[config.mk]
export PLATFORM = sky130hd
export DESIGN_NAME = hamming_dec_arb
export DESIGN_NICKNAME = d
export VERILOG_FILES = /design/src/rtl/hamming_dec_arb_pkg.sv /design/src/rtl/hamming_dec_arb_rr_arbiter.sv /design/src/rtl/hamming_dec_arb.sv
export SDC_FILE = /design/constraint.sdc
export NUM_CORES = 1
export LEC_CHECK = 0
export BUFFER_PORTS_ARGS = -buffer_cell sky130_fd_sc_hd__buf_4
export CAP_MARGIN = 25
export CORE_ASPECT_RATIO = 0.5
export CORE_UTILIZATION = 43
export CTS_BUF_LIST = sky130_fd_sc_hd__clkbuf_4 sky130_fd_sc_hd__clkbuf_8
export DETAILED_ROUTE_END_ITERATION = 6
export GPL_TIMING_DRIVEN = 0
export PLACE_DENSITY = 0.79
export SETUP_SLACK_MARGIN = 0.3
export SKIP_CTS_REPAIR_TIMING = 1
export SYNTH_ARGS = -nofsm -noshare
export SYNTH_HDL_FRONTEND = slang
export SYNTH_SLANG_ARGS = --single-unit
[constraint.sdc]
create_clock -name i_clk -period 1.41 [get_ports i_clk]
set_clock_uncertainty 0.05 [all_clocks]
set_input_delay 0 -clock i_clk [delete_from_list [all_inputs] [get_ports i_clk]]
set_output_delay 0 -clock i_clk [all_outputs]
set_load 0.005 [all_outputs]
[src/rtl/hamming_dec_arb_pkg.sv]
// Shared types for the ECC decoder scheduler: payload widths, requester ID, FSM states.
package hamming_dec_arb_pkg;

    localparam int unsigned PATTERN_W = 8;
    localparam int unsigned PARITY_W  = 4;
    localparam int unsigned NREQ_MAX  = 16;
    localparam int unsigned REQ_ID_W  = $clog2(NREQ_MAX);

    typedef logic [PATTERN_W-1:0] pattern_t;
    typedef logic [PARITY_W-1:0]  parity_t;
    typedef logic [REQ_ID_W-1:0]  req_id_t;

    typedef enum logic [1:0] {
        IDLE  = 2'd0,
        RUN   = 2'd1,
        DRAIN = 2'd2
    } arb_state_e;

    // One stage of the in-flight tag pipeline.
    typedef struct packed {
        logic    valid;
        req_id_t id;
    } tag_t;

endpackage

[src/rtl/hamming_dec_arb_rr_arbiter.sv]
// Combinational round-robin arbiter: first asserted request at or after the pointer wins.
module rr_arbiter
    import hamming_dec_arb_pkg::*;
#(
    parameter int unsigned NREQ = 4
) (
    input  logic [NREQ-1:0]     i_req,
    input  logic [REQ_ID_W-1:0] i_ptr,
    output logic [NREQ-1:0]     o_grant_c,
    output logic [REQ_ID_W-1:0] o_id_c,
    output logic                o_valid_c
);

    // Scan offsets from the pointer; the first hit is granted.
    always_comb begin
        o_grant_c = '0;
        o_id_c    = '0;
        o_valid_c = 1'b0;
        for (int off = 0; off < int'(NREQ); off++) begin
            for (int i = 0; i < int'(NREQ); i++) begin
                if (!o_valid_c && i_req[i] && (i == ((int'(i_ptr) + off) % int'(NREQ)))) begin
                    o_valid_c    = 1'b1;
                    o_grant_c[i] = 1'b1;
                    o_id_c       = REQ_ID_W'(i);
                end
            end
        end
    end

endmodule

[src/rtl/hamming_dec_arb.sv]
// Shares one Hamming decoder between NREQ requesters; tags each issue and routes parity back.
module hamming_dec_arb
    import hamming_dec_arb_pkg::*;
#(
    parameter int unsigned NREQ    = 4,
    parameter int unsigned DEC_LAT = 1
) (
    input  logic                      i_clk,
    input  logic                      i_rst_n,
    input  logic                      i_en,
    input  logic [NREQ-1:0]           i_req_valid,
    input  logic [NREQ*PATTERN_W-1:0] i_req_pattern,
    output logic [NREQ-1:0]           o_req_ready,
    output logic                      o_dec_en,
    output logic [PATTERN_W-1:0]      o_dec_pattern,
    output logic                      o_dec_valid,
    input  logic [PARITY_W-1:0]       i_dec_parity,
    input  logic                      i_dec_valid,
    output logic [NREQ-1:0]           o_rsp_valid,
    output logic [REQ_ID_W-1:0]       o_rsp_id,
    output logic [PARITY_W-1:0]       o_rsp_parity,
    output logic                      o_busy,
    output logic                      o_err
);

    arb_state_e             state_q, state_d;
    req_id_t                rr_ptr_q, rr_ptr_d;
    logic                   iss_valid_q, iss_valid_d;
    req_id_t                iss_id_q, iss_id_d;
    pattern_t               dec_pattern_q, dec_pattern_d;
    tag_t [DEC_LAT-1:0]     tag_q, tag_d;
    logic [NREQ-1:0]        rsp_valid_q, rsp_valid_d;
    req_id_t                rsp_id_q, rsp_id_d;
    parity_t                rsp_parity_q, rsp_parity_d;
    logic                   err_q, err_d;

    logic [NREQ-1:0]        arb_grant;
    req_id_t                arb_id;
    logic                   arb_valid;
    logic                   accept;
    pattern_t               acc_pattern;
    logic                   pipe_empty;
    tag_t                   head;

    rr_arbiter #(.NREQ(NREQ)) u_rr_arbiter (
        .i_req     (i_req_valid),
        .i_ptr     (rr_ptr_q),
        .o_grant_c (arb_grant),
        .o_id_c    (arb_id),
        .o_valid_c (arb_valid)
    );

    // Grants only in RUN; a held reset blocks any transfer in the same cycle.
    assign o_req_ready = (state_q == RUN && i_rst_n) ? arb_grant : '0;
    assign accept      = arb_valid && (state_q == RUN) && i_rst_n;
    assign head        = tag_q[DEC_LAT-1];

    // Select the granted requester's pattern.
    always_comb begin
        acc_pattern = '0;
        for (int i = 0; i < int'(NREQ); i++) begin
            if (arb_grant[i]) begin
                acc_pattern = i_req_pattern[i*PATTERN_W +: PATTERN_W];
            end
        end
    end

    // Nothing left in flight once the issue register and every tag stage are empty.
    always_comb begin
        pipe_empty = !iss_valid_q;
        for (int i = 0; i < int'(DEC_LAT); i++) begin
            if (tag_q[i].valid) begin
                pipe_empty = 1'b0;
            end
        end
    end

    // Scheduler FSM next state.
    always_comb begin
        state_d = state_q;
        case (state_q)
            IDLE:    if (i_en) state_d = RUN;
            RUN:     if (!i_en) state_d = DRAIN;
            DRAIN: begin
                if (i_en) begin
                    state_d = RUN;
                end else if (pipe_empty) begin
                    state_d = IDLE;
                end
            end
            default: state_d = IDLE;
        endcase
    end

    // Issue register and round-robin pointer advance on an accepted transfer.
    always_comb begin
        iss_valid_d   = 1'b0;
        iss_id_d      = iss_id_q;
        dec_pattern_d = dec_pattern_q;
        rr_ptr_d      = rr_ptr_q;
        if (accept) begin
            iss_valid_d   = 1'b1;
            iss_id_d      = arb_id;
            dec_pattern_d = acc_pattern;
            if (32'(arb_id) == NREQ - 1) begin
                rr_ptr_d = '0;
            end else begin
                rr_ptr_d = arb_id + REQ_ID_W'(1);
            end
        end
    end

    // Tag pipeline shifts every cycle; the head is matched against the decoder's valid.
    always_comb begin
        tag_d          = tag_q;
        tag_d[0].valid = iss_valid_q;
        tag_d[0].id    = iss_id_q;
        for (int i = 1; i < int'(DEC_LAT); i++) begin
            tag_d[i] = tag_q[i-1];
        end
        rsp_valid_d  = '0;
        rsp_id_d     = rsp_id_q;
        rsp_parity_d = rsp_parity_q;
        err_d        = err_q;
        if (head.valid && i_dec_valid) begin
            for (int i = 0; i < int'(NREQ); i++) begin
                if (head.id == REQ_ID_W'(i)) begin
                    rsp_valid_d[i] = 1'b1;
                end
            end
            rsp_id_d     = head.id;
            rsp_parity_d = i_dec_parity;
        end else if (head.valid != i_dec_valid) begin
            err_d = 1'b1;
        end
    end

    // State registers with synchronous active-low reset.
    always_ff @(posedge i_clk) begin
        if (!i_rst_n) begin
            state_q       <= IDLE;
            rr_ptr_q      <= '0;
            iss_valid_q   <= 1'b0;
            iss_id_q      <= '0;
            dec_pattern_q <= '0;
            tag_q         <= '0;
            rsp_valid_q   <= '0;
            rsp_id_q      <= '0;
            rsp_parity_q  <= '0;
            err_q         <= 1'b0;
        end else begin
            state_q       <= state_d;
            rr_ptr_q      <= rr_ptr_d;
            iss_valid_q   <= iss_valid_d;
            iss_id_q      <= iss_id_d;
            dec_pattern_q <= dec_pattern_d;
            tag_q         <= tag_d;
            rsp_valid_q   <= rsp_valid_d;
            rsp_id_q      <= rsp_id_d;
            rsp_parity_q  <= rsp_parity_d;
            err_q         <= err_d;
        end
    end

    assign o_dec_en      = (state_q != IDLE);
    assign o_busy        = (state_q != IDLE);
    assign o_dec_valid   = iss_valid_q;
    assign o_dec_pattern = dec_pattern_q;
    assign o_rsp_valid   = rsp_valid_q;
    assign o_rsp_id      = rsp_id_q;
    assign o_rsp_parity  = rsp_parity_q;
    assign o_err         = err_q;

endmodule

## Word-level counts from Yosys, hierarchy flattened

Cells that the tools add are included.

| storage, ports and cells | value |
|---|---|
| register bits | 35 |
| word-level logic and storage cells | 168 |

| cells by class | value |
|---|---|
| add/subtract/negate cells | 4 |
| eq/ne operators | 22 |
| muxes and demuxes | 63 |
| bitwise gates (word level) | 4 |
| reduce and logical (&&, ||, !) cells | 64 |

Operators by type and width:

| kind | number |
|---|---|
| 32-bit logical NOT | 4 |
| 1-bit two-way mux | 38 |
| 2-bit two-way mux | 19 |
| 1-bit logical AND | 35 |
| 8-bit two-way mux | 4 |
| 3-bit == test (first input constant) | 6 |
| 1-bit logical NOT | 16 |
| 4-bit by 2-bit == test with 1-bit output (second input constant) | 3 |
| 2-bit by 3-bit == test with 1-bit output (first input constant) | 3 |
| 2-bit one-hot mux with 3 select lines | 1 |
| 2-bit OR reduction | 3 |
| 2-bit by 1-bit adder with 2-bit output (second input constant) | 2 |
| 2-bit adder (second input constant) | 2 |
| 2-bit == test (first input constant) | 2 |
| 4-bit by 1-bit == test with 1-bit output (second input constant) | 1 |
| 4-bit logical NOT | 1 |
| 4-bit two-way mux | 1 |
| 2-bit inequality test (second input constant) | 2 |
| 2-bit AND reduction | 2 |
| 1-bit bitwise AND (first input constant) | 3 |
| 3-bit inequality test (second input constant) | 1 |
| 3-bit AND reduction | 1 |
| 1-bit by 2-bit == test with 1-bit output (first input constant) | 1 |
| 2-bit by 1-bit == test with 1-bit output (second input constant) | 1 |
| 5 further kinds | 5 |

## Depth between registers and ports, before layout

| depth | value |
|---|---|
| depth in word-level cells | 66 |
| mapped depth | 7 |

## Modules after synthesis

From an unflattened synthesis, not the netlist that was laid out.

| unflattened totals | value |
|---|---|
| cells, all modules | 212 |
| area, all modules | 1823.0 um^2 |

By module, submodules not included:

| module | instances | cells an instance | area an instance (um^2) |
|---|---|---|---|
| hamming_dec_arb | 1 | 175 | 1601.5 |
| rr_arbiter | 1 | 37 | 221.5 |

## Worst setup path after synthesis

Ideal clock, no wire load.

| timing path | value |
|---|---|
| path kind | register -> register |
| start | register rr_ptr_q[1] |
| end | register dec_pattern_q[1] (netlist: o_dec_pattern[1]) |
| data arrival time | 1.266 ns |
| path slack | 0.000 ns |
| stages on the path, launching flop included | 8 |
| path buffers | 2 |
| clock period less this slack | 1.410 ns |
| cell sequence | dfxtp_1 -> buf_6 -> a21oi_1 -> o221a_2 -> buf_6 -> nand2_1 -> and3_1 -> o311ai_2 |

| between the ends | value |
|---|---|
| cells in the longest elaborated chain, start to end | 65 |

RTL lines:

| element | RTL line | RTL |
|---|---|---|
| start, declared | hamming_dec_arb.sv:27 | `req_id_t rr_ptr_q, rr_ptr_d;` |
| start signal, assigned | hamming_dec_arb.sv:153 | `rr_ptr_q <= rr_ptr_d;` |
| 32-bit logical NOT | hamming_dec_arb_rr_arbiter.sv:21 | `if (!o_valid_c && i_req[i] && (i == ((int'(i_ptr) + off) % int'(NREQ)))) begin` |
| 1-bit logical AND | hamming_dec_arb_rr_arbiter.sv:21 |  |
| 1-bit two-way mux | hamming_dec_arb_rr_arbiter.sv:21 |  |
| 1-bit logical NOT | hamming_dec_arb_rr_arbiter.sv:21 |  |
| 1-bit logical AND (2 in a row) | hamming_dec_arb_rr_arbiter.sv:21 |  |
| 1-bit two-way mux | hamming_dec_arb_rr_arbiter.sv:21 |  |
| 1-bit logical NOT | hamming_dec_arb_rr_arbiter.sv:21 |  |
| 1-bit logical AND (2 in a row) | hamming_dec_arb_rr_arbiter.sv:21 |  |
| [... 44 more ...] | - |  |
| 1-bit two-way mux | hamming_dec_arb_rr_arbiter.sv:21 |  |
| 1-bit logical NOT | hamming_dec_arb_rr_arbiter.sv:21 |  |
| 1-bit logical AND (2 in a row) | hamming_dec_arb_rr_arbiter.sv:21 |  |
| 1-bit two-way mux | hamming_dec_arb_rr_arbiter.sv:21 |  |
| 1-bit logical NOT | hamming_dec_arb_rr_arbiter.sv:21 |  |
| 1-bit logical AND (2 in a row) | hamming_dec_arb_rr_arbiter.sv:21 |  |
| 1-bit two-way mux | hamming_dec_arb_rr_arbiter.sv:21 |  |
| 1-bit logical AND (2 in a row) | hamming_dec_arb.sv:55 | `assign accept = arb_valid && (state_q == RUN) && i_rst_n;` |
| end signal, assigned | hamming_dec_arb.sv:156 | `dec_pattern_q <= dec_pattern_d;` |
| end, declared | hamming_dec_arb.sv:30 | `pattern_t dec_pattern_q, dec_pattern_d;` |

Several ways; a longest one is shown, not always the timed one.
A chain may end at the register's enable or synchronous reset.

## Final worst setup path

| timing path | value |
|---|---|
| start | register rr_ptr_q[1] |
| end | register dec_pattern_q[5] (netlist: o_dec_pattern[5]) |

Same word-level chain as after synthesis.

==> key figures <==
Outcome
  • Status: complete, but fails checks
  • Failing checks: design-rule violations, negative hold slack, negative setup slack

Critical path
  • Max stage delay on crit path: 0.32 ns
  • Required @ worst endpoint: 1.53 ns
  • Cell family with most CP delay: compound AO/OA/AOI/OAI gates
  • Buffers and inverters on the worst path: 2
  • Critical Path Most Common Cell: buf_6
  • Reg2reg start: rr_ptr_q[1]$_SDFFE_PN0P_
  • Worst setup SP type: flip-flop
  • CP arrival: 1.75 ns
  • Crit path max fanout: 7
  • CP Capture Type: flip-flop
  • Reg2reg path depth: 7
  • Worst Path Class, Setup: flip-flop to flip-flop
  • Reg-to-Reg End: o_dec_pattern[5]$_SDFFE_PN0P_
  • Slowest CP cell: dfxtp_2
  • CP Cell Sequence: buf_6 > a21oi_2 > o221a_2 > buf_6 > nand2_1 > and3_4 > o311ai_2
  • Flop2flop setup slack: -0.21 ns

Power
  • Pwr/cell area: 815 mW/mm^2
  • Worst VDD drop: 476 uV
  • Static Leak: 1.12 nW

Synthesis
  • Synth Warn #: 0
  • Top cells by area, synth: dfxtp_1, o311ai_2, nand3_1
  • Cells after Synth: 167
  • Synthesized area: 0.00147 mm^2
  • Area leader, netlist: dfxtp_1
  • Yosys reg bits: 29
  • Asr flop ratio synth: 0%
  • Main flop type after synthesis: dfxtp_1
  • Avg Inst Size Synth: 8.80 um^2
  • Cell variety after synth: 42
  • Share of the synthesized area in the top cell type: 39.5%
  • Sequential area share after synthesis: 39.5%
  • EDFF count, synth: 0

Clock network
  • Clock buffer count from CTS: 5
  • Worst-Skew Late Latency: 0.28 ns
  • Clock buffer depth: 2
  • H-tree levels: 2
  • CTS sink cnt: 29
  • CTS clk-pin slew, worst paths: 0.06 ns
  • Root Driver: clkbuf_8
  • CTS tree: done

Hold path
  • Hold Crit Class: primary input to flip-flop
  • Hold path cells: 3
  • Hold Path Origin: i_dec_valid
  • Min-Delay Endpoint: o_err$_SDFFE_PN0P_

Detailed routing
  • Drt first pass iters: 7
  • Drt drc: 2
  • Routed Wire Length: 4940 um
  • DRT iter0 DRCs: 91
  • Post-DRT Antenna Nets: 0
  • Vias: 1,682
  • Avg WL per Cell: 15.7 um
  • DR vias/cell: 5.36

Placed design
  • Gpl congestion: 0.813
  • I/O Buffers: 69
  • Post-DP HPWL: 2820 um

Layout
  • Syn-to-layout area delta: 74.2%
  • Fillers: 193
  • Ant. Diodes: 0
  • Layout cells sized above 1: 52.2%
  • Nets@finish: 318

Global route
  • GR Util All Layers: 20.8%
  • Initial antenna violation count: 0
  • Number of global-route vias before repair: 1,397
  • Global-route wire length before repair: 5950 um
  • Total grt overflow: 0
  • Pin count of the biggest net entering global routing: 11

Timing
  • Final hold violation count: 1
  • Fin crit share: 115%
  • Setup TNS after final layout: -1.83 ns
  • Maximum clock rate: 616 MHz
  • Final worst path period need: 1.62 ns
  • Pins Over Slew Limit: 0
  • RSZ-0062 raised after global routing: yes
  • Hold Slack: -0.00597 ns
  • # setup viols final: 15
  • Post-route setup slack: -0.213 ns

Floorplanning
  • Number of I/O pins: 72
  • Row cnt: 14
  • Core area: 0.00312 mm^2
  • Die W: 84.7 um
  • Starting density of the core: 47.2%
  • Chip Height: 43.3 um
  • Die Area: 0.00367 mm^2

Flow run
  • Max Cap Viol: 0
==> worst reg2reg max path: cells and delay by family, from the launching register on <==
family | cells | cell delay, ns
AOI/OAI and AO/OA | 3 | 0.67
DFF | 1 | 0.32
and+or+nand+nor | 2 | 0.22
buffers and inverters | 2 | 0.28
==> metal layers <==
layer	share of wire [%]	track usage [%]	vias up	routed length (um)
li1	-	-	799	-
met1	40	25.9	799	2000
met2	51	36.1	72	2510
met3	6.9	6.29	12	343
met4	1.9	5.76	0	93
met5	0	0	-	0
==> report_power, final <==
| group | switching [mW] | internal [mW] | total [mW] |
|---|---|---|---|
| Sequential | 0.0215 | 0.854 | 0.876 |
| Combinational | 0.237 | 0.316 | 0.553 |
| Clock | 0.299 | 0.360 | 0.658 |
| Total | 0.557 | 1.53 | 2.09 |
==> layout by cell type (no fill, tap or decap), types with 4 or more instances in the layout <==
cell,count
and3_4,5
buf_4,78
buf_6,15
clkbuf_8,5
dfxtp_1,24
dfxtp_2,4
dlygate4sd3_1,15
mux2i_1,5
nand2_1,21
nand3_1,16
nor2_1,13
nor2_2,4
nor2b_1,7
o311ai_2,8
==> cell families (layout without fill, tap and decap cells) <==
kind of cell	Yosys count	in the layout	synth area share (%)
fa+ha+maj	1	1	0.851
buf+inv	18	124	7.32
mux	5	5	3.40
flops	29	29	39.5
simple gates	83	83	27.9
other cells	1	2	0.255
compound gates	30	30	20.8
==> flip-flops by register name, summed over array words and instances (netlist names) <==
signal,flops
iss_id_q,2
o_rsp_valid,4
state_q,2
head,3
o_err,1
o_rsp_id,2
rr_ptr_q,2
o_dec_valid,1
o_dec_pattern,8
o_rsp_parity,4
==> synthesized netlist by cell type, types with 3 or more instances <==
cell and instances:
buf_6 3, nand2b_1 3, clkbuf_1 4, and2_1 3
mux2i_1 5, nor2b_1 7, dfxtp_1 29, and3_1 8
nand2_1 21, o311ai_2 8, nand3_1 16, nor2_1 18
buf_4 4, a21oi_1 4
==> stage by stage <==
step	cells	utilization (%)	power [mW]	setup slack [ns]	cell area (um^2)
after floorplan	168	-	1.10	0.0154	1500
after global placement	277	66.4	1.28	-0.129	2070
after detailed placement	277	66.4	1.28	-0.157	2070
after CTS	285	69.2	1.93	-0.263	2160
after global routing	314	82.1	2.18	-0.231	2560
final	314	82.1	2.09	-0.213	2560
==> how the worst max path moves through the flow <==
stage	from	to	depth (start not counted)
finish	rr_ptr_q[1]$_SDFFE_PN0P_	o_dec_pattern[5]$_SDFFE_PN0P_	7
detailed placement	state_q[1]$_SDFFE_PN0P_	o_dec_pattern[7]$_SDFFE_PN0P_	5
global route	rr_ptr_q[1]$_SDFFE_PN0P_	o_dec_pattern[5]$_SDFFE_PN0P_	7
CTS	rr_ptr_q[0]$_SDFFE_PN0P_	o_req_ready[2]	6
global placement	state_q[1]$_SDFFE_PN0P_	o_dec_pattern[7]$_SDFFE_PN0P_	5
floorplan	rr_ptr_q[1]$_SDFFE_PN0P_	o_dec_pattern[1]$_SDFFE_PN0P_	7
==> cell type report <==
class / count / area, um^2 / area share [%]
well taps: 40 / 50.0 / 1.95
flip-flops and latches: 29 / 589 / 23.0
repair buffers: 98 / 800 / 31.2
clock buffers: 6 / 76.3 / 2.98
plain buffers: 13 / 118 / 4.59
clock inverters: 2 / 10.0 / 0.391
multi-input cells: 121 / 892 / 34.8
inverters: 5 / 26.3 / 1.03
(Power assumes the default switching activity.)
